`src/rtl/hba_reset_seq.sv`:
```
// hba_reset_seq: power-on / recovery reset sequencer.
// Qualifies PLL lock, holds all reset domains for a programmable time, then
// releases NUM_STAGES active-high resets in ascending order with a fixed gap.
// Lock loss or a software request re-asserts every stage together.
module hba_reset_seq #(
   parameter int NUM_STAGES  = 3,
   parameter int LOCK_FILTER = 8,
   parameter int HOLD_CYCLES = 10,
   parameter int STAGE_GAP   = 4,
   parameter int CNT_WIDTH   = 8
) (
   input  logic                  clk,
   input  logic                  reset_n,
   input  logic                  pll_locked,
   input  logic                  sw_reset_req,
   output logic [NUM_STAGES-1:0] rst_out,
   output logic                  ready,
   output logic [1:0]            seq_state
);

   localparam int IDX_W = (NUM_STAGES > 1) ? $clog2(NUM_STAGES) : 1;

   typedef enum logic [1:0] {
      WAIT_LOCK = 2'd0,
      HOLD      = 2'd1,
      RELEASE   = 2'd2,
      RUN       = 2'd3
   } state_t;

   state_t               state;
   logic                 lock_meta;
   logic                 lock_s;
   logic [CNT_WIDTH-1:0] cnt;
   logic [CNT_WIDTH-1:0] cnt_inc;
   logic [IDX_W-1:0]     idx;

   assign cnt_inc   = cnt + 1'b1;
   assign seq_state = state;

   // Two-flop synchronizer bringing the raw PLL lock into the clk domain.
   always_ff @(posedge clk or negedge reset_n) begin
      // NOTE: every register here, synchronizer included, has an async reset so
      // the block comes out of reset_n in a fully known state; there are no
      // memories, so nothing is left unreset.
      if (!reset_n) begin
         lock_meta <= 1'b0;
         lock_s    <= 1'b0;
      end else begin
         // NOTE: non-blocking assignments keep the two stages a true shift
         // register; blocking ones would collapse them into a single flop.
         lock_meta <= pll_locked;
         lock_s    <= lock_meta;
      end
   end

   // Sequencer FSM with registered rst_out / ready / state.
   // The lock filter counts the edges on which lock_s is loaded with 1, so
   // qualification finishes on the same edge lock_s completes its run of highs.
   // Aborts in HOLD/RELEASE/RUN look at lock_s itself.
   always_ff @(posedge clk or negedge reset_n) begin
      if (!reset_n) begin
         state   <= WAIT_LOCK;
         cnt     <= '0;
         idx     <= '0;
         rst_out <= '1;
         ready   <= 1'b0;
      end else begin
         case (state)
            WAIT_LOCK: begin
               if (!lock_meta) begin
                  cnt <= '0;
               end else if (cnt_inc == CNT_WIDTH'(LOCK_FILTER)) begin
                  state <= HOLD;
                  cnt   <= '0;
               end else begin
                  cnt <= cnt_inc;
               end
            end

            default: begin
               if (!lock_s) begin
                  // Lock lost: everything back to the start, lock must requalify.
                  state   <= WAIT_LOCK;
                  cnt     <= '0;
                  idx     <= '0;
                  rst_out <= '1;
                  ready   <= 1'b0;
               end else if (sw_reset_req) begin
                  // Software request: lock is still good, so restart from HOLD.
                  state   <= HOLD;
                  cnt     <= '0;
                  idx     <= '0;
                  rst_out <= '1;
                  ready   <= 1'b0;
               end else begin
                  case (state)
                     HOLD: begin
                        if (cnt_inc == CNT_WIDTH'(HOLD_CYCLES)) begin
                           rst_out[0] <= 1'b0;
                           cnt        <= '0;
                           if (NUM_STAGES == 1) begin
                              state <= RUN;
                              ready <= 1'b1;
                           end else begin
                              state <= RELEASE;
                              idx   <= IDX_W'(1);
                           end
                        end else begin
                           cnt <= cnt_inc;
                        end
                     end

                     RELEASE: begin
                        if (cnt_inc == CNT_WIDTH'(STAGE_GAP)) begin
                           rst_out[idx] <= 1'b0;
                           cnt          <= '0;
                           if (idx == IDX_W'(NUM_STAGES - 1)) begin
                              state <= RUN;
                              ready <= 1'b1;
                           end else begin
                              idx <= idx + 1'b1;
                           end
                        end else begin
                           cnt <= cnt_inc;
                        end
                     end

                     RUN: begin
                        rst_out <= '0;
                        ready   <= 1'b1;
                     end

                     default: ;
                  endcase
               end
            end
         endcase
      end
   end

endmodule
```
`config.mk`:
```
export PLATFORM = sky130hd
export DESIGN_NAME = hba_reset_seq
export DESIGN_NICKNAME = d
export VERILOG_FILES = /design/src/rtl/hba_reset_seq.sv
export SDC_FILE = /design/constraint.sdc
export NUM_CORES = 1
export LEC_CHECK = 0
export ABC_AREA = 1
export ABC_CLOCK_PERIOD_IN_PS = 1600
export BUFFER_PORTS_ARGS = -buffer_cell sky130_fd_sc_hd__buf_4
export CORE_MARGIN = 1
export CORE_UTILIZATION = 50
export CTS_CLUSTER_DIAMETER = 150
export DETAILED_ROUTE_END_ITERATION = 8
export HOLD_SLACK_MARGIN = 0.1
export MAX_ROUTING_LAYER = met4
export PLACE_DENSITY = 0.71
export SYNTH_ARGS = -nofsm -noshare
export SYNTH_HDL_FRONTEND = slang
export SYNTH_SLANG_ARGS = --single-unit
```
`constraint.sdc`:
```
create_clock -name clk -period 1.6 [get_ports clk]
set_clock_uncertainty 0.05 [all_clocks]
set_input_delay 0.24 -clock clk [delete_from_list [all_inputs] [get_ports clk]]
set_output_delay 0.24 -clock clk [all_outputs]
set_load 0.05 [all_outputs]
```
==> results of run 1 <==
cell type report:
type / instances / area [µm²] / area share [%]
Multi-Input combinational cell: 138 / 866 / 50.1
Tap cell: 30 / 37.5 / 2.17
Timing Repair Buffer: 31 / 238 / 13.8
Clock buffer: 4 / 36.3 / 2.10
Sequential cell: 18 / 460 / 26.6
Inverter: 24 / 90.1 / 5.21
worst max-delay path, cell delays in order (launching register included):
cell	delay, ps
dfrtp_1	450
buf_4	160
buf_4	130
inv_1	50
ha_1	160
nand2_1	80
nor2_2	160
nand3_1	90
nand2_1	100
nand2_4	80
inv_2	80
nand2_2	50
nand2_1	60
nand2_1	40
metal layers:
layer | track usage [%] | up-vias | part of all wire, %
li1 | - | 640 | -
met1 | 32.3 | 577 | 45
met2 | 44.9 | 41 | 50
met3 | 2.90 | 4 | 4.6
met4 | 8.77 | 0 | 0.72
met5 | - | - | 0
Yosys cell counts:
cell type	number	area, µm²
buf_4	1	7.51
inv_2	1	3.75
dfrtp_1	15	375
nand3b_1	2	15.0
nand2_2	2	12.5
nor2_1	10	37.5
xnor2_1	1	8.76
a21oi_1	4	20.0
xor2_1	1	8.76
nor3b_1	1	7.51
or2_2	1	6.26
o31ai_1	3	22.5
nand3_1	14	70.1
o21ai_0	11	55.1
dfstp_2	3	78.8
nor3_1	1	5.00
nor2_4	1	11.3
nand2_1	65	244
o21bai_1	1	7.51
o22ai_1	2	12.5
ha_1	10	125
a21oi_4	1	16.3
nand3_2	1	10.0
inv_1	23	86.3
nor2_2	6	37.5
power by group through the flow:
| stage | Sequential, µW | Clock [µW] | Combinational [µW] |
|---|---|---|---|
| after floorplan | 995 | 0 | 767 |
| after global placement | 729 | 0 | 1430 |
| after detailed placement | 739 | 0 | 1470 |
| after CTS | 730 | 311 | 1560 |
| after global routing | 747 | 329 | 1780 |
| final | 728 | 308 | 1630 |
registers in the layout, indices dropped and copies added, names as in the netlist:
register   flops
cnt            8
rst_out        3
idx            2
seq_state      2
lock_meta      1
lock_s         1
ready          1
path summary, 6_finish.rpt:
path                            cells past startpoint  slack [ps]      endpoint          from
worst min register to register                      0         400        lock_s     lock_meta
worst min-delay path                                2         270         ready       reset_n
worst max register to register                     13        -240        idx[0]        cnt[1]
max in group asynchronous                           2         960    rst_out[0]       reset_n
worst max-delay path                               13        -240        idx[0]        cnt[1]
min in group clk                                    5         290  seq_state[0]  sw_reset_req
timing repair:
item / in CTS / in global routing
hold buffers: 2 / 0
gates resized for setup: 16 / 10
endpoints found under the setup margin: 13 / 13
setup buffers: 2 / 2
pin swaps: 10 / 9
hold endpoints to repair: 19 / 0
cells by family after synthesis:
group | after synthesis | synth area share, %
simple gates | 104 | 35.5
buf+inv | 25 | 7.59
compound gates | 22 | 10.4
xor+xnor | 2 | 1.36
fa+ha+maj | 10 | 9.74
flops | 18 | 35.3
per-stage QoR:
stage | hold WS (ps) | power, µW | TNS [ps] | setup slack [ps] | util [%]
global route | 303 | 2860 | -3840 | -343 | 70.4
CTS | 280 | 2600 | -2330 | -214 | 68.7
detailed placement | 78.7 | 2210 | -2270 | -211 | 63.6
floorplan | -106 | 1760 | -329 | -70.5 | -
global placement | 74.0 | 2160 | -1780 | -177 | 63.6
finish | 272 | 2670 | -2290 | -244 | 70.4
==> run metrics, run 1 <==
Routed WL=3200 µm; filler cell count=202; Vias/cell=5.15; Layout Nets=230; Detailed Place HPWL=2300 µm; final hold viol count=0; register area share after synthesis=35.3%; drt wl/cell=13.1 µm; Max clock buf depth=2; fin crit period=1840 ps; Syn Inst Count=181; worst path required time=1770 ps; worst min path class=input port to async pin; sw power=1310 µW; via count=1262; GR Overflow Total=0; FP Rows=18; Die Area=2780 µm²; CTS root buf=clkbuf_4; kind of critical path=flop to flop; largest net degree at the start of global routing=19; nature of the critical path endpoint=flop; RD Place Congestion=0.895; Skew-Pair Late Insertion Delay=310 ps; H-Tree Level Count=1; syn_nets=195; Final period util=115%; Pint=1360 µW; Placed Area=1560 µm²; synth unique cells=25; drt pass-1 iters=6; IO Count=10; Slew Viols, Final=0; Design Area, Final=1730 µm²; Worst-Margin Slew=438 ps; CP Launch Type=flop; final setup fails=13; CTS tree=done; most frequent cells in the layout=nand2_1, buf_4, inv_1; outcome=finished with violations; Final Non-Filler Cells=245; core box area=2450 µm²; Seq pwr share=27.3%; Leak=0.000865 µW; vias in the first global route=1256; Net Sw Frac=49.1%; initial core utilization=52.3%; first-pass GRT wire length=5220 µm; Yosys reg bits=18; Syn. warnings=0; Ant. Diodes=0; WP data arrival=2010 ps; Die Ht=52.7 µm; layout cell share with drive strength beyond 1=34.4%; antenna violations before repair=0; crit path max fanout=3; Comb pwr share=61.2%; P per Cell Area=1540 nW/µm²; Slew headroom=70.6%; ANT nets after route=0; dpl cells=235; syn_area_per_cell=7.10 µm²; clock sink count=18; CTS clk-pin slew, worst paths=120 ps; GRT Overall Usage=26.4%; RSZ-0062 raised after global routing=true; max-cap viol count=0; Syn Std Cell Area=1280 µm²; failing checks=design-rule violations, negative setup slack; # DRC=1; setup ws final=-244 ps; commonest non-fill, non-tap cell in the layout=nand2_1; Clk pwr share=11.5%; drt initial violations=26; PortBufs=9; Layout area overhead=34.5%; number of CTS-inserted buffers=3; Chip Width=52.7 µm; Max IR drop VDD=1.45 mV; upper clock frequency limit=542 MHz
No activity file was read; power rests on OpenSTA's default activity.
==> run 2, diff against run 1 <==
ABC_AREA = 0   (was 1)
==> run 2 against run 1 <==
Flip-flop and latch count unchanged; critical path type unchanged; wire length grew 29%; the flow finishes with violations (negative setup slack); cell count is 10% lower; largest cell class unchanged.
==> run metrics, run 2 <==
outcome=finished with violations; failing checks=negative setup slack; filler cell count=120; via count=1346; worst path required time=1750 ps; number of CTS-inserted buffers=3; Syn Std Cell Area=1260 µm²; Routed WL=4140 µm; core box area=2300 µm²; crit path buf inv count=1; CTS tree=done; Worst path top cell family by delay=compound AO/OA/AOI/OAI gates; Layout Nets=207; first-pass GRT wire length=5970 µm; largest net degree at the start of global routing=19; Yosys reg bits=18; Largest regs=cnt (8), rst_out (3); Tot Pwr=3150 µW; WP data arrival=2320 ps; commonest non-fill, non-tap cell in the layout=buf_4; GR Overflow Total=0; syn_area_per_cell=9.20 µm²; Syn. warnings=0; fin crit period=2170 ps; Synth top area share=29.8%; Worst-Margin Slew=377 ps; P per Cell Area=1600 nW/µm²; Chip Width=52.2 µm; Detailed Place HPWL=2280 µm; flip-flop count of the largest register after layout=8; Slew headroom=74.8%; Slew Viols, Final=0; Post-synth EDFFs=0; IO Count=10; Final period util=136%; CP Launch Type=flop; clock sink count=18; upper clock frequency limit=461 MHz; antenna violations before repair=0; H-Tree Level Count=1; crit path max fanout=10; count leader, synth=dfrtp_1; Skew-Pair Late Insertion Delay=310 ps; area of the multi-input gates=931 µm²; initial core utilization=54.8%; Die Ht=52.2 µm; crit path max-delay cell type=dfrtp_2; Leak=0.000846 µW; Synth top cells by count=dfrtp_1, nand2_1, ha_1; Largest Register=cnt; final hold viol count=0; Die Area=2720 µm²; CP max stage delay=520 ps; Syn Inst Count=137; r2r setup slk=-570 ps; vias in the first global route=1275; layout cell share with drive strength beyond 1=54.7%; PortBufs=9; drt pass-1 iters=4; Async S/R FF share, synth=100%; final core utilization=85.6%; Vias/cell=6.12; Synth area leaders=dfrtp_1, ha_1, dfstp_2, nand2_1, a21oi_1; RD Place Congestion=0.832; CTS clk-pin slew, worst paths=120 ps; worst min path class=input port to async pin; CTS root buf=clkbuf_4; FP Rows=17; Ant. Diodes=0; most frequent cells in the layout=buf_4, nand2_1, dfrtp_1; synth unique cells=46; # DRC=0; Layout area overhead=56.0%; FF+latch area=462 µm²; register area share after synthesis=36.0%; syn_nets=151; ANT nets after route=0; critical path, cell by cell=nand4_1 -> nor4_2 -> a21oi_2 -> buf_6 -> o41a_1 -> o22a_1 -> o31a_1; final setup fails=16; nature of the critical path endpoint=flop; setup ws final=-568 ps; Max clock buf depth=2; Top FF cell, synth=dfrtp_1; RSZ-0062 raised after global routing=true; drt initial violations=49; max-cap viol count=0; cell taking the most area after synthesis=dfrtp_1; Max IR drop VDD=1.92 mV; drt wl/cell=18.8 µm; kind of critical path=flop to flop; GRT Overall Usage=31.4%
-- run 2: cell count changes after synthesis, sizes merged, moves of 3 or more --
cell	change
nand2	-56
inv	-17
nor2	-9
nand3	-8
a21oi	+5
clkbuf	+5
nand2b	+4
nand4	+3
nor3	+3
o21ai	-3
-- run 2: final timing paths --
kind                                 to  startpoint  cells after the start
max                        seq_state[0]      cnt[3]                      7
min                              cnt[6]     reset_n                      2
max reg2reg                seq_state[0]      cnt[3]                      7
min reg2reg                  rst_out[2]  rst_out[2]                      2
max in group asynchronous    rst_out[2]     reset_n                      2
min in group clk             rst_out[2]  rst_out[2]                      2
-- run 2: repair_timing --
item,in CTS,in global routing
gates cloned,0,0
hold buffers,2,0
pin swaps,20,16
resized for setup,18,16
setup endpoints to repair,16,16
setup buffers,8,0
hold endpoints to repair,19,0
-- run 2: worst reg2reg max path, stage by stage (launching register included) --
cell and delay (ps):
dfrtp_2 520, nand4_1 200, nor4_2 350, a21oi_2 90
buf_6 150, o41a_1 400, o22a_1 200, o31a_1 100
-- run 2: per-layer routing --
layer / global-route usage [%] / wire (µm)
met5: - / 0
met4: 9.65 / 103
met3: 2.90 / 243
met2: 53.6 / 2050
met1: 39.4 / 1740
-- run 2: kinds of logic (layout without fill, tap and decap cells) --
| kind of cell | Yosys count | count (layout) | share of synthesized area [%] |
|---|---|---|---|
| buffers and inverters | 14 | 69 | 4.77 |
| DFF | 18 | 18 | 36.0 |
| and+or+nand+nor | 48 | 48 | 21.7 |
| xor gates and xnor gates | 5 | 5 | 3.48 |
| AOI/OAI and AO/OA | 42 | 42 | 24.0 |
| adders and majority gates | 10 | 10 | 9.93 |
-- run 2: per-stage QoR --
step | setup TNS, ps | std cells | setup slack (ps) | cell area (µm²) | hold slack [ps]
6_report | -6610 | 220 | -568 | 1970 | 270
2_1_floorplan | -5400 | 137 | -529 | 1330 | -106
4_1_cts | -5480 | 220 | -481 | 1890 | 286
3_5_place_dp | -5140 | 207 | -484 | 1700 | 75.2
3_3_place_gp | -4560 | 207 | -429 | 1700 | 71.4
5_1_grt | -7270 | 220 | -602 | 1970 | 312
-- run 2: area by class of cell --
cell class	count	area share (%)
multi-input combinational	105	47.4
timing repair buffer	58	24.2
sequential	18	23.5
clock buffer	4	1.85
tap	28	1.78
inverter	7	1.34
-- run 2: power by group --
part,internal [µW],switching [µW]
Clock,139,167
Combinational,1030,1140
Sequential,577,87.6
==> run 3, diff against run 2 <==
ABC_CLOCK_PERIOD_IN_PS = 2540   (was 1600)
PLACE_DENSITY = 0.68   (was 0.71)
clock period = 2.54 ns   (was 1.6 ns; I/O delays follow)
==> run 3 against run 2 <==
Flip-flop and latch count did not move; clock-buffer cell count did not move; the flow now finishes without violations; sequential power decreased by 37%; largest power group unchanged; critical path type unchanged; global-route usage decreased by 9.1 points; first-iteration DRC count fell by 33%.
==> run metrics, run 3 (same netlist as run 2, synthesis figures left out) <==
Max clock buf depth=2; CTS root buf=clkbuf_4; largest net degree at the start of global routing=19; Ant. Diodes=0; Slew headroom=63.7%; kind of critical path=flop to flop; Placed Area=1360 µm²; Chip Width=52.2 µm; Skew-Pair Late Insertion Delay=300 ps; max-cap viol count=0; fin crit period=2360 ps; Largest Register=cnt; via count=1060; CTS tree=done; ANT nets after route=0; Final period util=92.8%; Leak=0.000594 µW; Layout Nets=163; drt initial violations=33; number of CTS-inserted buffers=3; Routed WL=2540 µm; P per Cell Area=968 nW/µm²; Largest regs=cnt (8), rst_out (3); Design Area, Final=1410 µm²; initial core utilization=54.8%; CP max stage delay=510 ps; worst path required time=2690 ps; upper clock frequency limit=424 MHz; crit path max fanout=7; commonest non-fill, non-tap cell in the layout=dfrtp_1; Setup Fix Bufs, Post-CTS=0; CP Launch Type=flop; nature of the critical path endpoint=flop; Slew Viols, Final=0; PortBufs=9; antenna violations before repair=0; drt pass-1 iters=4; FP Rows=17; R2R depth=7; Vias/cell=6.02; Worst-Margin Slew=545 ps; clock sink count=18; GRT Overall Usage=22.3%; crit path buf inv count=0; worst min path class=input port to flop; # DRC=0; vias in the first global route=960; Layout area overhead=11.7%; r2r setup slk=180 ps; RD Place Congestion=0.936; critical path, cell by cell=ha_2 -> nand3_1 -> nor4_2 -> a21oi_2 -> o21a_1 -> or4_1 -> o221a_2; final setup fails=0; Worst path top cell family by delay=simple AND/OR/NAND/NOR gates; drt wl/cell=14.4 µm; first-pass GRT wire length=4350 µm; most frequent cells in the layout=dfrtp_1, buf_4, nand2_1; Die Ht=52.2 µm; Tot Pwr=1360 µW; layout cell share with drive strength beyond 1=20.9%; flip-flop count of the largest register after layout=8; final core utilization=61.3%; Hold Path Stages=1; IO Count=10; Levels on crit path=7; GR Overflow Total=0; outcome=finished, final reports clean; Final TNS setup=0 ps; Detailed Place HPWL=1900 µm; core box area=2300 µm²; Max IR drop VDD=0.728 mV; crit path max-delay cell type=or4_1; final hold viol count=0; WP data arrival=2500 ps; H-Tree Level Count=1; RSZ-0062 raised after global routing=false; Die Area=2720 µm²; CTS clk-pin slew, worst paths=100 ps
==> run 3: cell types whose count changed in the layout (fill, tap and decap cells not counted), sizes merged <==
| cell | change |
|---|---|
| buf | -43 |
| dlygate4sd3 | -1 |
==> run 3: repair_timing <==
| item | in CTS | in global routing |
|---|---|---|
| setup endpoints to repair | 0 | 2 |
| hold buffers | 1 | 0 |
| hold endpoints to repair | 15 | 0 |
| resized for setup | 0 | 1 |
==> run 3: cell type report <==
| cell class | count | area (µm²) |
|---|---|---|
| Timing Repair Buffer | 14 | 108 |
| Multi-Input combinational cell | 105 | 748 |
| Tap cell | 28 | 35.0 |
| Clock buffer | 4 | 36.3 |
| Fill cell | 195 | 890 |
| Inverter | 7 | 26.3 |
| Sequential cell | 18 | 454 |
==> run 3: worst paths after layout <==
check	endpoint	from
min in group asynchronous	idx[0]	reset_n
min reg2reg	lock_s	lock_meta
max reg2reg	idx[0]	cnt[1]
max in group asynchronous	rst_out[0]	reset_n
max	idx[0]	cnt[1]
min	lock_meta	pll_locked
==> run 3: layer usage <==
layer | share of wire (%) | global-route usage (%) | vias to the layer above
li1 | - | - | 519
met1 | 50 | 29.5 | 511
met2 | 44 | 34.0 | 28
met3 | 5.6 | 6.96 | 2
met4 | 0.31 | 4.39 | 0
met5 | 0 | - | -
==> run 3: worst reg2reg max path, cell delays in order (launching register included) <==
cell and delay (ps):
dfrtp_1 450, ha_2 270, nand3_1 130, nor4_2 340, a21oi_2 110, o21a_1 260
or4_1 510, o221a_2 140
==> run 3: metrics by stage <==
step | hold slack [ps] | std cells | worst slack, ps
2_1_floorplan | 35.4 | 137 | 95.9
3_3_place_gp | 211 | 171 | 241
3_5_place_dp | 213 | 171 | 185
4_1_cts | 122 | 176 | 164
5_1_grt | 111 | 176 | 22.9
6_report | 133 | 176 | 184
==> run 3: where the power goes <==
part,leakage [µW],switching [µW],internal [µW]
registers,0.000231,61.3,357
clock network,0.0000210,88.7,87.5
logic,0.000341,479,289
